`src/rtl/rr_shift_reg_seq_pkg.sv`:
```
// rr_shift_reg_seq_pkg: command/state encodings and default geometry
// shared by the shift register sequencer and its next-value mux.
package rr_shift_reg_seq_pkg;
   localparam int DEF_WORD_W = 16;
   localparam int DEF_NWORDS = 16;
   localparam int DEF_CNT_W = 9;
   typedef enum logic [1:0] {OP_SHR = 2'b00, OP_ROR = 2'b01, OP_EMIT = 2'b10, OP_RSVD = 2'b11} op_t;
   typedef enum logic [1:0] {S_IDLE, S_SHIFT, S_EMIT} state_t;
   typedef enum logic [1:0] {ST_HOLD, ST_LOAD, ST_SHIFT, ST_WROT} step_t;
endpackage

```
`src/rtl/rr_shift_reg_seq_if.sv`:
```
// rr_shift_reg_seq_if: load, command and emit handshakes of the shift register sequencer.
interface rr_shift_reg_seq_if #(
   parameter int WORD_W = 16,
   parameter int NWORDS = 16,
   parameter int CNT_W = 9
);
   localparam int WCW = $clog2(NWORDS + 1);
   logic in_valid;
   logic in_ready;
   logic [WORD_W-1:0] in_word;
   logic cmd_valid;
   logic cmd_ready;
   logic [1:0] cmd_op;
   logic [CNT_W-1:0] cmd_cnt;
   logic msb_in;
   logic lsb_out;
   logic [WORD_W-1:0] regout;
   logic out_valid;
   logic out_ready;
   logic busy;
   logic done;
   logic [WCW-1:0] word_cnt;
   logic full;
   modport master (
      output in_valid, in_word, cmd_valid, cmd_op, cmd_cnt, msb_in, out_ready,
      input in_ready, cmd_ready, lsb_out, regout, out_valid, busy, done, word_cnt, full
   );
   modport slave (
      input in_valid, in_word, cmd_valid, cmd_op, cmd_cnt, msb_in, out_ready,
      output in_ready, cmd_ready, lsb_out, regout, out_valid, busy, done, word_cnt, full
   );
endinterface

```
`src/rtl/rr_shift_step.sv`:
```
// rr_shift_step: next-value mux for the operand register
// (hold, word load at the top, 1-bit right shift with fill, rotate right by one word).
module rr_shift_step
   import rr_shift_reg_seq_pkg::*;
#(
   parameter int WORD_W = DEF_WORD_W,
   parameter int NWORDS = DEF_NWORDS
) (
   input  logic [WORD_W*NWORDS-1:0] cur,
   input  logic [WORD_W-1:0]        word,
   input  logic                     fill,
   input  step_t                    sel,
   output logic [WORD_W*NWORDS-1:0] nxt
);
   localparam int W = WORD_W * NWORDS;
   always_comb
      nxt = sel == ST_LOAD  ? {word, cur[W-1:WORD_W]} :
            sel == ST_SHIFT ? {fill, cur[W-1:1]} :
            sel == ST_WROT  ? {cur[WORD_W-1:0], cur[W-1:WORD_W]} : cur;
endmodule

```
`src/rtl/rr_shift_reg_seq.sv`:
```
// rr_shift_reg_seq: word-loaded operand register with sequenced multi-cycle
// right shift/rotate and word-by-word emit, signalling completion with done.
module rr_shift_reg_seq
   import rr_shift_reg_seq_pkg::*;
#(
   parameter int WORD_W = DEF_WORD_W,
   parameter int NWORDS = DEF_NWORDS,
   parameter int CNT_W = DEF_CNT_W
) (
   input logic clk,
   input logic rst_n,
   input logic clr,
   rr_shift_reg_seq_if.slave bus
);
   localparam int W = WORD_W * NWORDS;
   localparam int WCW = $clog2(NWORDS + 1);
   state_t state;
   logic [W-1:0] r;
   logic [W-1:0] nxt;
   logic [CNT_W-1:0] cnt;
   logic [WCW-1:0] wc;
   logic rot;
   logic done_q;
   logic load;
   logic xfer;
   logic fill;
   logic go_shift;
   step_t sel;
   assign load = bus.in_valid && bus.in_ready;
   assign xfer = state == S_EMIT && bus.out_ready;
   assign fill = rot ? r[0] : bus.msb_in;
   assign go_shift = (bus.cmd_op == OP_SHR || bus.cmd_op == OP_ROR) && bus.cmd_cnt != '0;
   assign sel = load ? ST_LOAD : state == S_SHIFT ? ST_SHIFT : xfer ? ST_WROT : ST_HOLD;
   assign bus.cmd_ready = state == S_IDLE;
   assign bus.in_ready = state == S_IDLE && !bus.cmd_valid;
   assign bus.busy = state != S_IDLE;
   assign bus.out_valid = state == S_EMIT;
   assign bus.done = done_q;
   assign bus.lsb_out = r[0];
   assign bus.regout = r[WORD_W-1:0];
   assign bus.word_cnt = wc;
   assign bus.full = wc == WCW'(NWORDS);

   rr_shift_step #(.WORD_W(WORD_W), .NWORDS(NWORDS)) u_step (
      .cur(r), .word(bus.in_word), .fill(fill), .sel(sel), .nxt(nxt)
   );

   // NWORDS word rotations during EMIT bring the register back to its pre-EMIT value
   always_ff @(posedge clk or negedge rst_n)
      if (!rst_n) begin
         state <= S_IDLE;
         r <= '0;
         cnt <= '0;
         wc <= '0;
         rot <= 1'b0;
         done_q <= 1'b0;
      end else if (clr) begin
         state <= S_IDLE;
         r <= '0;
         cnt <= '0;
         wc <= '0;
         rot <= 1'b0;
         done_q <= 1'b0;
      end else begin
         r <= nxt;
         done_q <= 1'b0;
         if (load && wc != WCW'(NWORDS)) wc <= wc + 1'b1;
         case (state)
            S_IDLE:
               if (bus.cmd_valid) begin
                  if (go_shift) begin
                     state <= S_SHIFT;
                     cnt <= bus.cmd_cnt;
                     rot <= bus.cmd_op == OP_ROR;
                  end else if (bus.cmd_op == OP_EMIT) begin
                     state <= S_EMIT;
                     cnt <= CNT_W'(NWORDS);
                  end else done_q <= 1'b1;
               end
            S_SHIFT: begin
               cnt <= cnt - 1'b1;
               if (cnt == CNT_W'(1)) begin
                  state <= S_IDLE;
                  done_q <= 1'b1;
               end
            end
            S_EMIT:
               if (bus.out_ready) begin
                  cnt <= cnt - 1'b1;
                  if (cnt == CNT_W'(1)) begin
                     state <= S_IDLE;
                     done_q <= 1'b1;
                  end
               end
            default: state <= S_IDLE;
         endcase
      end
endmodule

```
`src/flat_wrapper.sv`:
```
// flat-port wrapper written by rule: the top's interface ports become plain ports
module rr_shift_reg_seq_flat import rr_shift_reg_seq_pkg::*;
#(
   parameter int WORD_W = DEF_WORD_W,
   parameter int NWORDS = DEF_NWORDS,
   parameter int CNT_W = DEF_CNT_W
)
  (clk, rst_n, clr, bus_in_valid, bus_in_word, bus_cmd_valid, bus_cmd_op, bus_cmd_cnt, bus_msb_in, bus_out_ready, bus_in_ready, bus_cmd_ready, bus_lsb_out, bus_regout, bus_out_valid, bus_busy, bus_done, bus_word_cnt, bus_full);
  rr_shift_reg_seq_if #(.WORD_W(WORD_W), .NWORDS(NWORDS), .CNT_W(CNT_W)) bus_i ();
  input logic clk;
  input logic rst_n;
  input logic clr;
  input wire logic [$bits(bus_i.in_valid)-1:0] bus_in_valid;
  input wire logic [$bits(bus_i.in_word)-1:0] bus_in_word;
  input wire logic [$bits(bus_i.cmd_valid)-1:0] bus_cmd_valid;
  input wire logic [$bits(bus_i.cmd_op)-1:0] bus_cmd_op;
  input wire logic [$bits(bus_i.cmd_cnt)-1:0] bus_cmd_cnt;
  input wire logic [$bits(bus_i.msb_in)-1:0] bus_msb_in;
  input wire logic [$bits(bus_i.out_ready)-1:0] bus_out_ready;
  output wire logic [$bits(bus_i.in_ready)-1:0] bus_in_ready;
  output wire logic [$bits(bus_i.cmd_ready)-1:0] bus_cmd_ready;
  output wire logic [$bits(bus_i.lsb_out)-1:0] bus_lsb_out;
  output wire logic [$bits(bus_i.regout)-1:0] bus_regout;
  output wire logic [$bits(bus_i.out_valid)-1:0] bus_out_valid;
  output wire logic [$bits(bus_i.busy)-1:0] bus_busy;
  output wire logic [$bits(bus_i.done)-1:0] bus_done;
  output wire logic [$bits(bus_i.word_cnt)-1:0] bus_word_cnt;
  output wire logic [$bits(bus_i.full)-1:0] bus_full;
  assign bus_i.in_valid = bus_in_valid;
  assign bus_i.in_word = bus_in_word;
  assign bus_i.cmd_valid = bus_cmd_valid;
  assign bus_i.cmd_op = bus_cmd_op;
  assign bus_i.cmd_cnt = bus_cmd_cnt;
  assign bus_i.msb_in = bus_msb_in;
  assign bus_i.out_ready = bus_out_ready;
  assign bus_in_ready = bus_i.in_ready;
  assign bus_cmd_ready = bus_i.cmd_ready;
  assign bus_lsb_out = bus_i.lsb_out;
  assign bus_regout = bus_i.regout;
  assign bus_out_valid = bus_i.out_valid;
  assign bus_busy = bus_i.busy;
  assign bus_done = bus_i.done;
  assign bus_word_cnt = bus_i.word_cnt;
  assign bus_full = bus_i.full;
  rr_shift_reg_seq #(.WORD_W(WORD_W), .NWORDS(NWORDS), .CNT_W(CNT_W)) u_core (.clk(clk), .rst_n(rst_n), .clr(clr), .bus(bus_i));
endmodule
```
`config.mk`:
```
export PLATFORM = sky130hd
export DESIGN_NAME = rr_shift_reg_seq_flat
export DESIGN_NICKNAME = d
export VERILOG_FILES = /design/src/rtl/rr_shift_reg_seq_pkg.sv /design/src/rtl/rr_shift_reg_seq_if.sv /design/src/rtl/rr_shift_step.sv /design/src/rtl/rr_shift_reg_seq.sv /design/src/flat_wrapper.sv
export SDC_FILE = /design/constraint.sdc
export NUM_CORES = 1
export LEC_CHECK = 0
export BUFFER_PORTS_ARGS = -buffer_cell sky130_fd_sc_hd__buf_2
export CORE_MARGIN = 5
export CORE_UTILIZATION = 50
export DETAILED_ROUTE_END_ITERATION = 6
export PLACE_DENSITY = 0.73
export SYNTH_ARGS = -nofsm -noshare
export SYNTH_HDL_FRONTEND = slang
export SYNTH_HIERARCHICAL = 1
export SYNTH_SLANG_ARGS = --single-unit
```
`constraint.sdc`:
```
create_clock -name clk -period 2.8 [get_ports clk]
set_input_delay 0.28 -clock clk [delete_from_list [all_inputs] [get_ports clk]]
set_output_delay 0.28 -clock clk [all_outputs]
set_load 0.005 [all_outputs]
```
==> reports/metrics.yaml, run 1 <==
die:
  pin_count: 62
  core_mm2: 0.0297
  rows: 63
  initial_utilization: 0.508
  die_h_um: 184
  dieArea_mm2: 0.0337
  die_width_um: 184
setup_path:
  reg2reg_to: "u_core/r[149]"
  reg2reg_depth: 10
  path_max_fanout: 35
  path_class: "register to register"
  critical_path_required_ps: 3190
  end_kind: "register"
  crit_end: "u_core/r[149]"
  critPathLaunchType: "register"
  cp.arrival_ps: 3040
  worstReg2RegStart: "u_core/state[1]"
  r2r_slack_ps: 150
  cp-startpoint: "u_core/state[1]"
sta:
  fin_crit_ps: 2650
  finClkSkew_ps: 13.5
  tightest_slew_ps: 962
  fin_crit_sh: 0.945
  max_freq_mhz: 378
  setup_tns_ps: 0
  slew_headroom: 0.359
  grt_setup_unrepaired: "false"
  slew_violations: 0
  setup_viol: 0
  hold_violations: 0
power_and_ir_drop:
  irDropWorstVdd_mv: 0.478
  power_density_mw_per_mm2: 702
  p_leak_nw: 6.86
yosys:
  synth_flop_cell: "dfrtp_1"
  yosysTopAreaCell: "dfrtp_1"
  ys_types: 47
  seq_area_frac_synth: 0.454
  ys_ff_latch: 274
  synthTopCellsByArea: "dfrtp_1 45%, mux2i_1 16%, nor2b_1 11%, o21ai_0 7.6%, nand2_1 6.1%"
  syn_area_per_cell_um2: 9.91
  synthCells: 1522
  yosys_warnings: 6
  synth_area_mm2: 0.0151
  yosysTopAreaCellShare: 0.454
  syn-num-nets: 1564
  synth-edff-count: 0
  synthArstFlopShare: 1.00
cts:
  ctsLongestPathBuffers: 3
  clk_pin_slew_ps: 60
  cts_made_buffers: 29
  clock_latency_ps: 550
  cts.repair.resized: 0
  clkSinkCount: 274
  cts_tree: "yes"
  clockRootBuffer: "clkbuf_16"
  htreeDepth: 1
global_routing:
  grt_pass1_vias: 10300
  grtUsageMet2: 0.287
  met1_usage: 0.279
  overflow: 0
  grt_use_met3: 0.0210
  antenna_found_initial: 2
  grt_usage: 0.185
  grt_pass1_wl_um: 53600
  grt_max_degree: 196
  grt-busiest-layer: "met2"
place:
  dp_hpwl_um: 20000
  gp_congestion: 0.929
  io_buffer_count: 61
drt:
  drt-vias-per-instance: 5.48
  wl_per_cell_um: 16.4
  drc: 0
  wirelength_um: 31500
  via_count: 10500
  ant_nets: 0
  initialDrtViolationCount: 864
  dr.pass1.iters: 5
min_path:
  min_path_type: "input pin to register"
  min_path_cells: 3
cells_and_area:
  fin_util: 0.552
  drive_above_1_share: 0.105
  nNetsFinal: 1555
  area_growth_pct: 8.69
flow_run:
  cap_violations: 0
status:
  outcome: "completed"
[placed cells by master (no fill, tap or decap), drive strengths merged, types with 2 or more instances in the layout]
cell type	count
mux2i	243
nand2	247
o41ai	2
mux4	16
mux2	2
a21oi	7
xor2	3
ha	8
nor3b	4
a31oi	3
buf	91
nor2	20
clkinv	7
dfrtp	274
diode	2
inv	11
o21ai	254
nor2b	260
nand2b	2
nor3	5
bufinv	3
nand3	4
clkbuf	40
and3	2
nand4	3
a32oi	2
nor4	2
[cell type report]
class / count / area [µm²]
clock buffer: 39 / 833
tap: 390 / 488
sequential: 274 / 6860
clock inverter: 11 / 134
multi-input combinational: 1105 / 7240
timing repair buffer: 93 / 805
fill: 2553 / 13300
antenna: 2 / 5.00
inverter: 10 / 37.5
[cells in the mapped netlist (2+ instances only)]
master	n
a21oi_1	7
a31oi_1	3
a32oi_1	2
and3_1	2
buf_12	4
buf_2	14
buf_4	24
buf_6	4
buf_8	24
clkbuf_1	63
dfrtp_1	274
ha_1	8
inv_1	10
mux2i_1	243
mux4_1	4
mux4_2	12
nand2_1	247
nand2b_1	2
nand3_1	4
nand4_1	3
nor2_1	20
nor2b_1	260
nor3_1	5
nor3b_1	4
nor4_1	2
o21ai_0	229
o21ai_1	25
o41ai_1	2
xor2_1	3
[where the power goes]
part,switching (mW),total (mW),leakage [nW],internal (mW)
Clock,1.57,3.91,0.486,2.34
Sequential,0.147,4.26,3.81,4.11
Combinational,1.93,3.34,2.56,1.41
Total,3.65,11.5,6.86,7.86
[metrics by stage]
stage | worst slack [ps] | instance area [µm²] | cells | total power, mW | hold WS, ps
6_report | 154 | 16400 | 1924 | 11.5 | 48.2
5_1_grt | 24.7 | 16400 | 1924 | 12.0 | 36.6
4_1_cts | 223 | 16400 | 1922 | 11.6 | 26.2
3_5_place_dp | 225 | 15400 | 1871 | 7.65 | 300
3_3_place_gp | 329 | 15400 | 1871 | 7.61 | 300
2_1_floorplan | 580 | 15100 | 1522 | 7.31 | -15.6
[kinds of logic after synthesis]
logic type                 Yosys count  synth area share
and+or+nand+nor                    558             0.188
DFF                                274             0.454
buffers and inverters              143            0.0669
adders and majority gates            8           0.00663
AOI/OAI and AO/OA                  274            0.0935
xor gates and xnor gates             4           0.00232
muxes                              261             0.188
[how the worst min path moves through the flow]
stage / startpoint / slack (ps) / endpoint
after floorplan: rst_n / -20 / u_core/bus.done
after global placement: rst_n / 300 / u_core/r[239]
after detailed placement: rst_n / 300 / u_core/r[222]
after CTS: bus_cmd_valid / 30 / u_core/bus.done
after global routing: bus_cmd_op[0] / 40 / u_core/rot
final: bus_cmd_valid / 50 / u_core/bus.done
[timing repair]
action | 4_1_cts | 5_1_grt
setup buffers | 0 | 0
hold buffers | 1 | 0
endpoints found under the hold margin | 63 | 0
[routing by layer]
metal  vias up  share of wire
li1       5114              -
met5         -              0
met3        53          0.029
met2       180           0.45
met1      5199           0.49
met4         0          0.027
[registers in the layout, summed over array words and instances, names as in the netlist]
name and cells:
u_core/bus.done 1, u_core/bus.word_cnt 5, u_core/cnt 9, u_core/r 256, u_core/rot 1, u_core/state 2
[critical path, stage by stage, from the launching register on]
cell,delay (ps)
dfrtp_1,430
inv_1,100
ha_1,300
nor2b_1,200
and2_1,210
nor2_4,210
buf_12,260
buf_12,280
mux2i_1,220
o21ai_0,100
nor2b_1,140
Note: power is estimated with default switching activity, not from simulation.
==> inputs of run 2 (changes only) <==
==> constraint.sdc (replaced) <==
create_clock -name clk -period 2.6 [get_ports clk]
set_input_delay 0.26 -clock clk [delete_from_list [all_inputs] [get_ports clk]]
set_output_delay 0.26 -clock clk [all_outputs]
set_load 0.005 [all_outputs]
==> run 2 against run 1 <==
  * Cell area rose by 0.18%
  * Count of clock-buffer cells in the layout rose by 6
  * Clock skew fell by 4.0 ps
  * Core utilization rose by 0.097 points
==> reports/metrics.yaml, run 2 (synthesis results as in run 1) <==
setup_path:
  slowest_stage: "dfrtp_1"
  reg2reg_to: "u_core/r[181]"
  end_kind: "register"
  r2r_slack_ps: 200
  cp_common_cell: "nor2b_1"
  crit_path_max_incr_delay_ps: 380
  critPathLaunchType: "register"
  cp.arrival_ps: 2800
  cp-startpoint: "u_core/state[0]"
  worstReg2RegStart: "u_core/state[0]"
  reg2reg_depth: 9
  crit_chain: "inv_1 > ha_1 > nor2b_1 > and2_1 > nor2_4 > buf_12 > mux2i_1 > o21ai_0 > nor2b_1"
  path_max_fanout: 58
  path_class: "register to register"
  critical_path_required_ps: 3010
power_and_ir_drop:
  seqPwrFrac: 0.371
  pwr-share-clk: 0.332
  internal_power_mw: 8.42
  p_leak_nw: 6.87
  swShare: 0.319
  p_comb_frac: 0.297
  p_sw_mw: 3.95
  power_density_mw_per_mm2: 753
  irDropWorstVdd_mv: 0.609
cts:
  clockRootBuffer: "clkbuf_16"
  htreeDepth: 1
  cts.repair.resized: 0
  cts_tree: "yes"
  cts_hold_buf: 1
  clk_pin_slew_ps: 60
  clkSinkCount: 274
  cts_made_buffers: 29
  clock_latency_ps: 540
  ctsLongestPathBuffers: 3
  post-cts-setup-buffer-count: 0
place:
  io_buffer_count: 61
  dp_hpwl_um: 20300
  gp_congestion: 0.900
  place_area_mm2: 0.0155
global_routing:
  grt_max_degree: 225
  grt_pass1_vias: 10400
  grt_pass1_wl_um: 54600
  grt_usage: 0.191
  antenna_found_initial: 1
  overflow: 0
sta:
  fin_crit_ps: 2400
  tightest_slew_ps: 1040
  slew_headroom: 0.303
  hold_violations: 0
  finClkSkew_ps: 9.51
  grt_setup_unrepaired: "false"
  setup_viol: 0
  setup_tns_ps: 0
  max_freq_mhz: 417
  fin_crit_sh: 0.922
  slew_violations: 0
cells_and_area:
  fin_util: 0.553
  final_cell_area_mm2: 0.0164
  fillers: 2573
  largest_register: "u_core/r"
  layout_common_cells: "274 x dfrtp_1, 260 x nor2b_1, 247 x nand2_1"
  nNetsFinal: 1558
  largest_register_ffs: 256
  area_growth_pct: 8.88
  drive_above_1_share: 0.107
  final_common_cell: "dfrtp_1"
drt:
  via_count: 10600
  wirelength_um: 32400
  wl_per_cell_um: 16.8
  drt-vias-per-instance: 5.48
  ant_nets: 0
  dr.pass1.iters: 5
  drc: 0
  initialDrtViolationCount: 948
die:
  rows: 63
  core_mm2: 0.0297
  pin_count: 62
  initial_utilization: 0.508
  die_width_um: 184
  dieArea_mm2: 0.0337
  die_h_um: 184
status:
  outcome: "completed"
flow_run:
  cap_violations: 0
min_path:
  min_path_cells: 3
  min_path_type: "input pin to register"
  hold_end: "u_core/rot"
  min-delay-start: "bus_cmd_op[0]"
-- run 2: worst max-delay path by stage --
stage	to	slack, ps	cells after the start
CTS	u_core/r[88]	230	10
floorplan	u_core/r[247]	380	9
global route	u_core/cnt[4]	8	7
global placement	u_core/r[248]	330	8
finish	u_core/r[181]	200	9
detailed placement	u_core/r[20]	250	10
-- run 2: worst max-delay path, delay by kind of cell (launching register included) --
kind	cells	cell delay [ps]
AO/OA/AOI/OAI	1	130
buffers and inverters	2	450
AND/OR/NAND/NOR	4	770
multiplexers	1	250
adder cells (fa/ha/maj)	1	220
flip-flops	1	380
-- run 2: cell type report --
type                       instances  area, µm²  share of cell area
clock inverter                     8       65.1             0.00396
inverter                          10       37.5             0.00229
multi-input combinational       1105       7240               0.441
antenna                            1       2.50            0.000152
sequential                       274       6860               0.417
timing repair buffer              96        852              0.0519
clock buffer                      45        886              0.0539
tap                              390        488              0.0297
-- run 2: layer usage --
metal | wire length (µm) | track usage
met5 | 0 | 0
met4 | 796 | 0.0467
met3 | 1020 | 0.0235
met2 | 15000 | 0.294
met1 | 15600 | 0.288
-- run 2: power groups by stage --
stage / clock (mW) / combinational (mW) / sequential, mW
global route: 4.37 / 3.93 / 4.61
detailed placement: 0 / 3.65 / 4.66
floorplan: 0 / 3.27 / 4.60
global placement: 0 / 3.62 / 4.65
CTS: 4.20 / 3.66 / 4.58
finish: 4.11 / 3.67 / 4.59
-- run 2: stage by stage --
step / setup WS (ps) / instances / hold WS (ps) / total power, mW
6_report: 202 / 1929 / 40.1 / 12.4
5_1_grt: 8.40 / 1929 / 49.4 / 12.9
4_1_cts: 227 / 1928 / 1.48 / 12.4
3_5_place_dp: 247 / 1874 / 300 / 8.31
3_3_place_gp: 328 / 1874 / 297 / 8.27
2_1_floorplan: 380 / 1522 / -35.6 / 7.87
